`src/rtl/if_stage.sv`:
```
// Instruction fetch stage: 16-bit PC, one-entry output slot, and a one-entry hold buffer for a response the consumer cannot yet take.
// Define IF_PERF_COUNT_EN to add saturating fetch_count / stall_count outputs.
module if_stage (
    input  logic        clk,
    input  logic        reset_n,
    input  logic        load,
    input  logic        redirect,
    input  logic [15:0] redirect_pc,
    output logic        imem_read,
    output logic [15:0] imem_address,
    input  logic        imem_resp,
    input  logic [15:0] imem_rdata,
    output logic [15:0] ir_out,
    output logic [15:0] pc_plus2_out,
    output logic        valid_out
`ifdef IF_PERF_COUNT_EN
    ,
    output logic [15:0] fetch_count,
    output logic [15:0] stall_count
`endif
);

    typedef enum logic [1:0] {FETCH, HOLD, DRAIN} state_t;

    state_t      state_q, state_d;
    logic [15:0] pc_q, pc_d;
    logic [15:0] ir_q, ir_d;
    logic [15:0] pc2_q, pc2_d;
    logic        valid_q, valid_d;
    logic [15:0] hold_ir_q, hold_ir_d;
    logic [15:0] hold_pc2_q, hold_pc2_d;
    logic [15:0] drain_addr_q, drain_addr_d;
    logic        slot_writable;
    logic [15:0] pc_inc;

    assign slot_writable = !valid_q || load;
    assign pc_inc        = pc_q + 16'd2;

    always_ff @(posedge clk or negedge reset_n) begin
        if (!reset_n) begin
            state_q      <= FETCH;
            pc_q         <= 16'h0000;
            ir_q         <= 16'h0000;
            pc2_q        <= 16'h0000;
            valid_q      <= 1'b0;
            hold_ir_q    <= 16'h0000;
            hold_pc2_q   <= 16'h0000;
            drain_addr_q <= 16'h0000;
        end else begin
            state_q      <= state_d;
            pc_q         <= pc_d;
            ir_q         <= ir_d;
            pc2_q        <= pc2_d;
            valid_q      <= valid_d;
            hold_ir_q    <= hold_ir_d;
            hold_pc2_q   <= hold_pc2_d;
            drain_addr_q <= drain_addr_d;
        end
    end

    // Redirect overrides everything; a request still in flight is drained with its address held stable.
    always_comb begin
        state_d      = state_q;
        pc_d         = pc_q;
        ir_d         = ir_q;
        pc2_d        = pc2_q;
        valid_d      = valid_q;
        hold_ir_d    = hold_ir_q;
        hold_pc2_d   = hold_pc2_q;
        drain_addr_d = drain_addr_q;

        if (redirect) begin
            pc_d       = {redirect_pc[15:1], 1'b0};
            valid_d    = 1'b0;
            hold_ir_d  = 16'h0000;
            hold_pc2_d = 16'h0000;
            case (state_q)
                FETCH: begin
                    if (imem_resp) begin
                        state_d = FETCH;
                    end else begin
                        state_d      = DRAIN;
                        drain_addr_d = pc_q;
                    end
                end
                DRAIN:   state_d = imem_resp ? FETCH : DRAIN;
                default: state_d = FETCH;
            endcase
        end else begin
            case (state_q)
                FETCH: begin
                    if (imem_resp) begin
                        pc_d = pc_inc;
                        if (slot_writable) begin
                            ir_d    = imem_rdata;
                            pc2_d   = pc_inc;
                            valid_d = 1'b1;
                        end else begin
                            hold_ir_d  = imem_rdata;
                            hold_pc2_d = pc_inc;
                            state_d    = HOLD;
                        end
                    end else if (load) begin
                        valid_d = 1'b0;
                    end
                end
                HOLD: begin
                    if (load) begin
                        ir_d    = hold_ir_q;
                        pc2_d   = hold_pc2_q;
                        valid_d = 1'b1;
                        state_d = FETCH;
                    end
                end
                DRAIN: begin
                    if (load) valid_d = 1'b0;
                    if (imem_resp) state_d = FETCH;
                end
                default: state_d = FETCH;
            endcase
        end
    end

    assign imem_read    = reset_n && (state_q != HOLD);
    assign imem_address = (state_q == DRAIN) ? drain_addr_q : pc_q;
    assign ir_out       = ir_q;
    assign pc_plus2_out = pc2_q;
    assign valid_out    = valid_q;

`ifdef IF_PERF_COUNT_EN
    logic [15:0] fetch_cnt_q, stall_cnt_q;
    logic        fetch_event;

    // Every accepted response counts once, whether it lands in the slot or the hold buffer.
    assign fetch_event = (state_q == FETCH) && imem_resp && !redirect;

    always_ff @(posedge clk or negedge reset_n) begin
        if (!reset_n) begin
            fetch_cnt_q <= 16'h0000;
            stall_cnt_q <= 16'h0000;
        end else begin
            if (fetch_event && fetch_cnt_q != 16'hFFFF) fetch_cnt_q <= fetch_cnt_q + 16'd1;
            if (state_q == HOLD && stall_cnt_q != 16'hFFFF) stall_cnt_q <= stall_cnt_q + 16'd1;
        end
    end

    assign fetch_count = fetch_cnt_q;
    assign stall_count = stall_cnt_q;
`endif

endmodule
```
`config.mk`:
```
export PLATFORM = sky130hd
export DESIGN_NAME = if_stage
export DESIGN_NICKNAME = d
export VERILOG_FILES = /design/src/rtl/if_stage.sv
export SDC_FILE = /design/constraint.sdc
export NUM_CORES = 1
export LEC_CHECK = 0
export CORE_ASPECT_RATIO = 0.8
export CORE_MARGIN = 5
export CORE_UTILIZATION = 53
export DETAILED_ROUTE_END_ITERATION = 8
export PLACE_DENSITY = 0.8
export SYNTH_ARGS = -nofsm -noshare
export SYNTH_HDL_FRONTEND = slang
export SYNTH_SLANG_ARGS = --single-unit
export TNS_END_PERCENT = 10
```
`constraint.sdc`:
```
create_clock -name clk -period 2.65 [get_ports clk]
set_input_delay 0.53 -clock clk [delete_from_list [all_inputs] [get_ports clk]]
set_output_delay 0.53 -clock clk [all_outputs]
set_load 0.005 [all_outputs]
```
==> flow_summary.ini <==
[detailed_routing]
detailedRoute.firstIterationViolations = 243
via_count = 3814
dr.pass1.iters = 4
wl_per_cell_um = 16.51
post_drt_via_cell_ratio = 5.576
drt.antenna.violating_nets = 0
drc = 0
wl_mm = 11.29

[clocking]
cts_buffer_depth = 2
number_of_h_tree_levels = 3
hold_bufs_inserted_after_cts = 0
cts_buffers = 9
cts_tree = done
clock_insertion_delay_worst_skew_ns = 0.34
clk_sinks = 97
ctsRootBufferMaster = clkbuf_16
clock_pin_slew_of_the_registers_on_the_worst_case_setup_and_hold_paths_ns = 0.07

[synth]
synth_edf_count = 0
synth_seq_cells = 97
proportion_of_synthesized_chip_area_in_sequential_cells_pct = 49.25
dominantRegCellSynth = dfrtp_1
synth_largest_type_area_fraction_pct = 49.25
synth_async_sr_flop_share_pct = 100.0
post_synth_main_area_contributors = dfrtp_1 (49%), nand2_1 (6.9%), mux2_2 (6.4%)
synth_area_per_cell_um2 = 9.936
synth.cell_area_um2 = 4928
synth.lib_cells_used.distinct = 51
postSynthNetCount = 538
yosysWarningCount = 0
synth_top_area_cell = dfrtp_1
netlist_instances = 496

[place]
place_hpwl_mm = 8.045
preCtsSetupSlack_ns = 0.2022
gp_congestion = 0.8297
placed_area_um2 = 5803
portBuffers = 84

[timing]
grt_setup_unrepaired = false
max_slew_margin_pct = 37.61
post-route-worst-setup-slack_ns = 0.08768
report.final.setup_viol = 0
fin_skew_ns = 0.008033
min_period_ns = 2.562
hold_fails_final_rpt = 0
final-max-slew-violation-count = 0
period_share_pct = 96.69
max_clock_freq_mhz = 390.3
totalNegativeSetupSlack_ns = 0
final.hold.worst_slack_ns = 0.1887
timing_worst_slew_pin_value_ns = 0.9358

[critical_path]
category_of_the_critical_setup_timing_path = reg2out
cp-end-kind = output port
cp_max_stage_cell = clkdlybuf4s50_1
critPathMaxFanout = 16
critPathArrivalTime_ns = 2.03
setup.worst_path.start_class = register
worstPathCellList = inv_2 > ha_2 > buf_12 > mux2_2 > clkdlybuf4s50_1
critPathMaxStageDelay_ns = 0.46
worstPathRequired_ns = 2.12

[hold_path]
hold_path.class = in2async

[finish]
layout-area-overhead-vs-synth_pct = 23.81
num_antenna_cells = 0
mostFrequentLayoutCell = dfrtp_1
final_area_um2 = 6102
drive_gt1_share_pct = 13.18
highest_count_cells_in_the_layout_ignoring_fill_and_taps = dfrtp_1 (97), nand2_1 (91), clkdlybuf4s50_1 (82), mux2_2 (28)
final_net_count = 606

[die]
pin_count = 87
fp.dieArea_um2 = 11340
initial_utilization_pct = 54.30
placement_rows = 31
die_y_um = 96.25
die_wd_um = 117.8
core_area_um2 = 9076

[power_and_ir_drop]
fin_total_pwr_w = 0.005647
p_leak_nw = 2.471
max-vdd-ir-drop_mv = 0.4486
powerDensity_nw_per_um2 = 925.4

[global_routing]
vias_in_the_first_global_route = 3998
globalRouteTotalUtil_pct = 20.64
grt-ovfl-total = 0
grt_start_max_net_pins = 75
grt_first_pass_wirelength_mm = 19.08
antenna_found_initial = 0

[outcome]
status = complete, no violations

[flow_run]
number_of_maximum_capacitance_constraint_violations = 0
==> registers in the layout, indices dropped and copies added, names as in the netlist <==
name and cells:
state_q 2, pc_plus2_out 16, hold_pc2_q 16, ir_out 16, pc_q 15, hold_ir_q 16
drain_addr_q 15, valid_out 1
==> worst paths after layout <==
check | slack, ns | startpoint | cells past startpoint | endpoint
max reg2reg | 0.34 | state_q[1] | 7 | ir_out[5]
min in group clk | 0.47 | redirect | 2 | hold_pc2_q[7]
min reg2reg | 0.48 | drain_addr_q[15] | 2 | drain_addr_q[15]
min | 0.19 | reset_n | 2 | pc_q[2]
max in group asynchronous | 1.22 | reset_n | 3 | drain_addr_q[6]
max | 0.09 | state_q[0] | 5 | imem_address[14]
==> logic make-up after synthesis <==
kind of cell	synth area share, %
XOR/XNOR	3.376
AND/OR/NAND/NOR	18.46
adder cells (fa/ha/maj)	1.269
AO/OA/AOI/OAI	11.86
flip-flops	49.25
other	0.07609
multiplexers	10.66
buffers and inverters	5.052
==> layout make-up <==
type,count,area [um2]
clock inverters,6,67.56
clock buffers,10,229.0
repair buffers,99,958.4
fillers,720,2974
multi-input cells,352,2257
flip-flops and latches,97,2427
well taps,115,143.9
inverters,5,18.77
==> where the power goes <==
part | leakage, nW | internal (W) | switching, W | total [W]
sequential | 1.25 | 0.00188 | 0.000288 | 0.00217
combinational | 1.08 | 0.00120 | 0.000974 | 0.00217
clock | 0.139 | 0.000735 | 0.000565 | 0.00130
==> metal layers <==
| layer | track usage [%] | share of wire [%] |
|---|---|---|
| met1 | 26.35 | 43 |
| met2 | 35.40 | 51 |
| met3 | 4.524 | 4.8 |
| met4 | 6.877 | 1.2 |
| met5 | 0 | 0 |
==> per-stage QoR <==
stage	instances	utilization, %
CTS	684	67.20
global placement	668	63.94
floorplan	496	-
finish	684	67.23
detailed placement	668	63.94
global route	684	67.23
==> Yosys cell counts, types with 2 or more instances <==
cell and number:
dfrtp_1 97, nand2_1 91, mux2_2 28, nor2_1 26, o21ai_0 26, nor3_1 22
a21oi_1 21, mux2i_1 21, o21ai_1 21, xnor2_1 15, buf_2 14, clkbuf_1 14
nand3_1 13, a211oi_1 10, buf_4 6, ha_1 5, inv_1 5, o211ai_1 5
buf_1 4, nor4_1 4, xor2_1 4, a211o_1 3, buf_6 3, nand2b_1 3
nor2b_1 3, o21a_1 3, nand3b_1 2, nand4_4 2, nor3b_1 2, nor4_4 2
==> repair_timing <==
action | CTS | global route
setup buffers | 0 | 0
endpoints found under the setup margin | 0 | 13
resized for setup | 0 | 2
==> worst max-delay path, delay by kind of cell (launching register included) <==
kind | cells | cell delay, ns
multiplexers | 1 | 0.34
adder cells (fa/ha/maj) | 1 | 0.21
buffers and inverters | 3 | 0.71
flip-flops | 1 | 0.43
(Power assumes the default switching activity.)
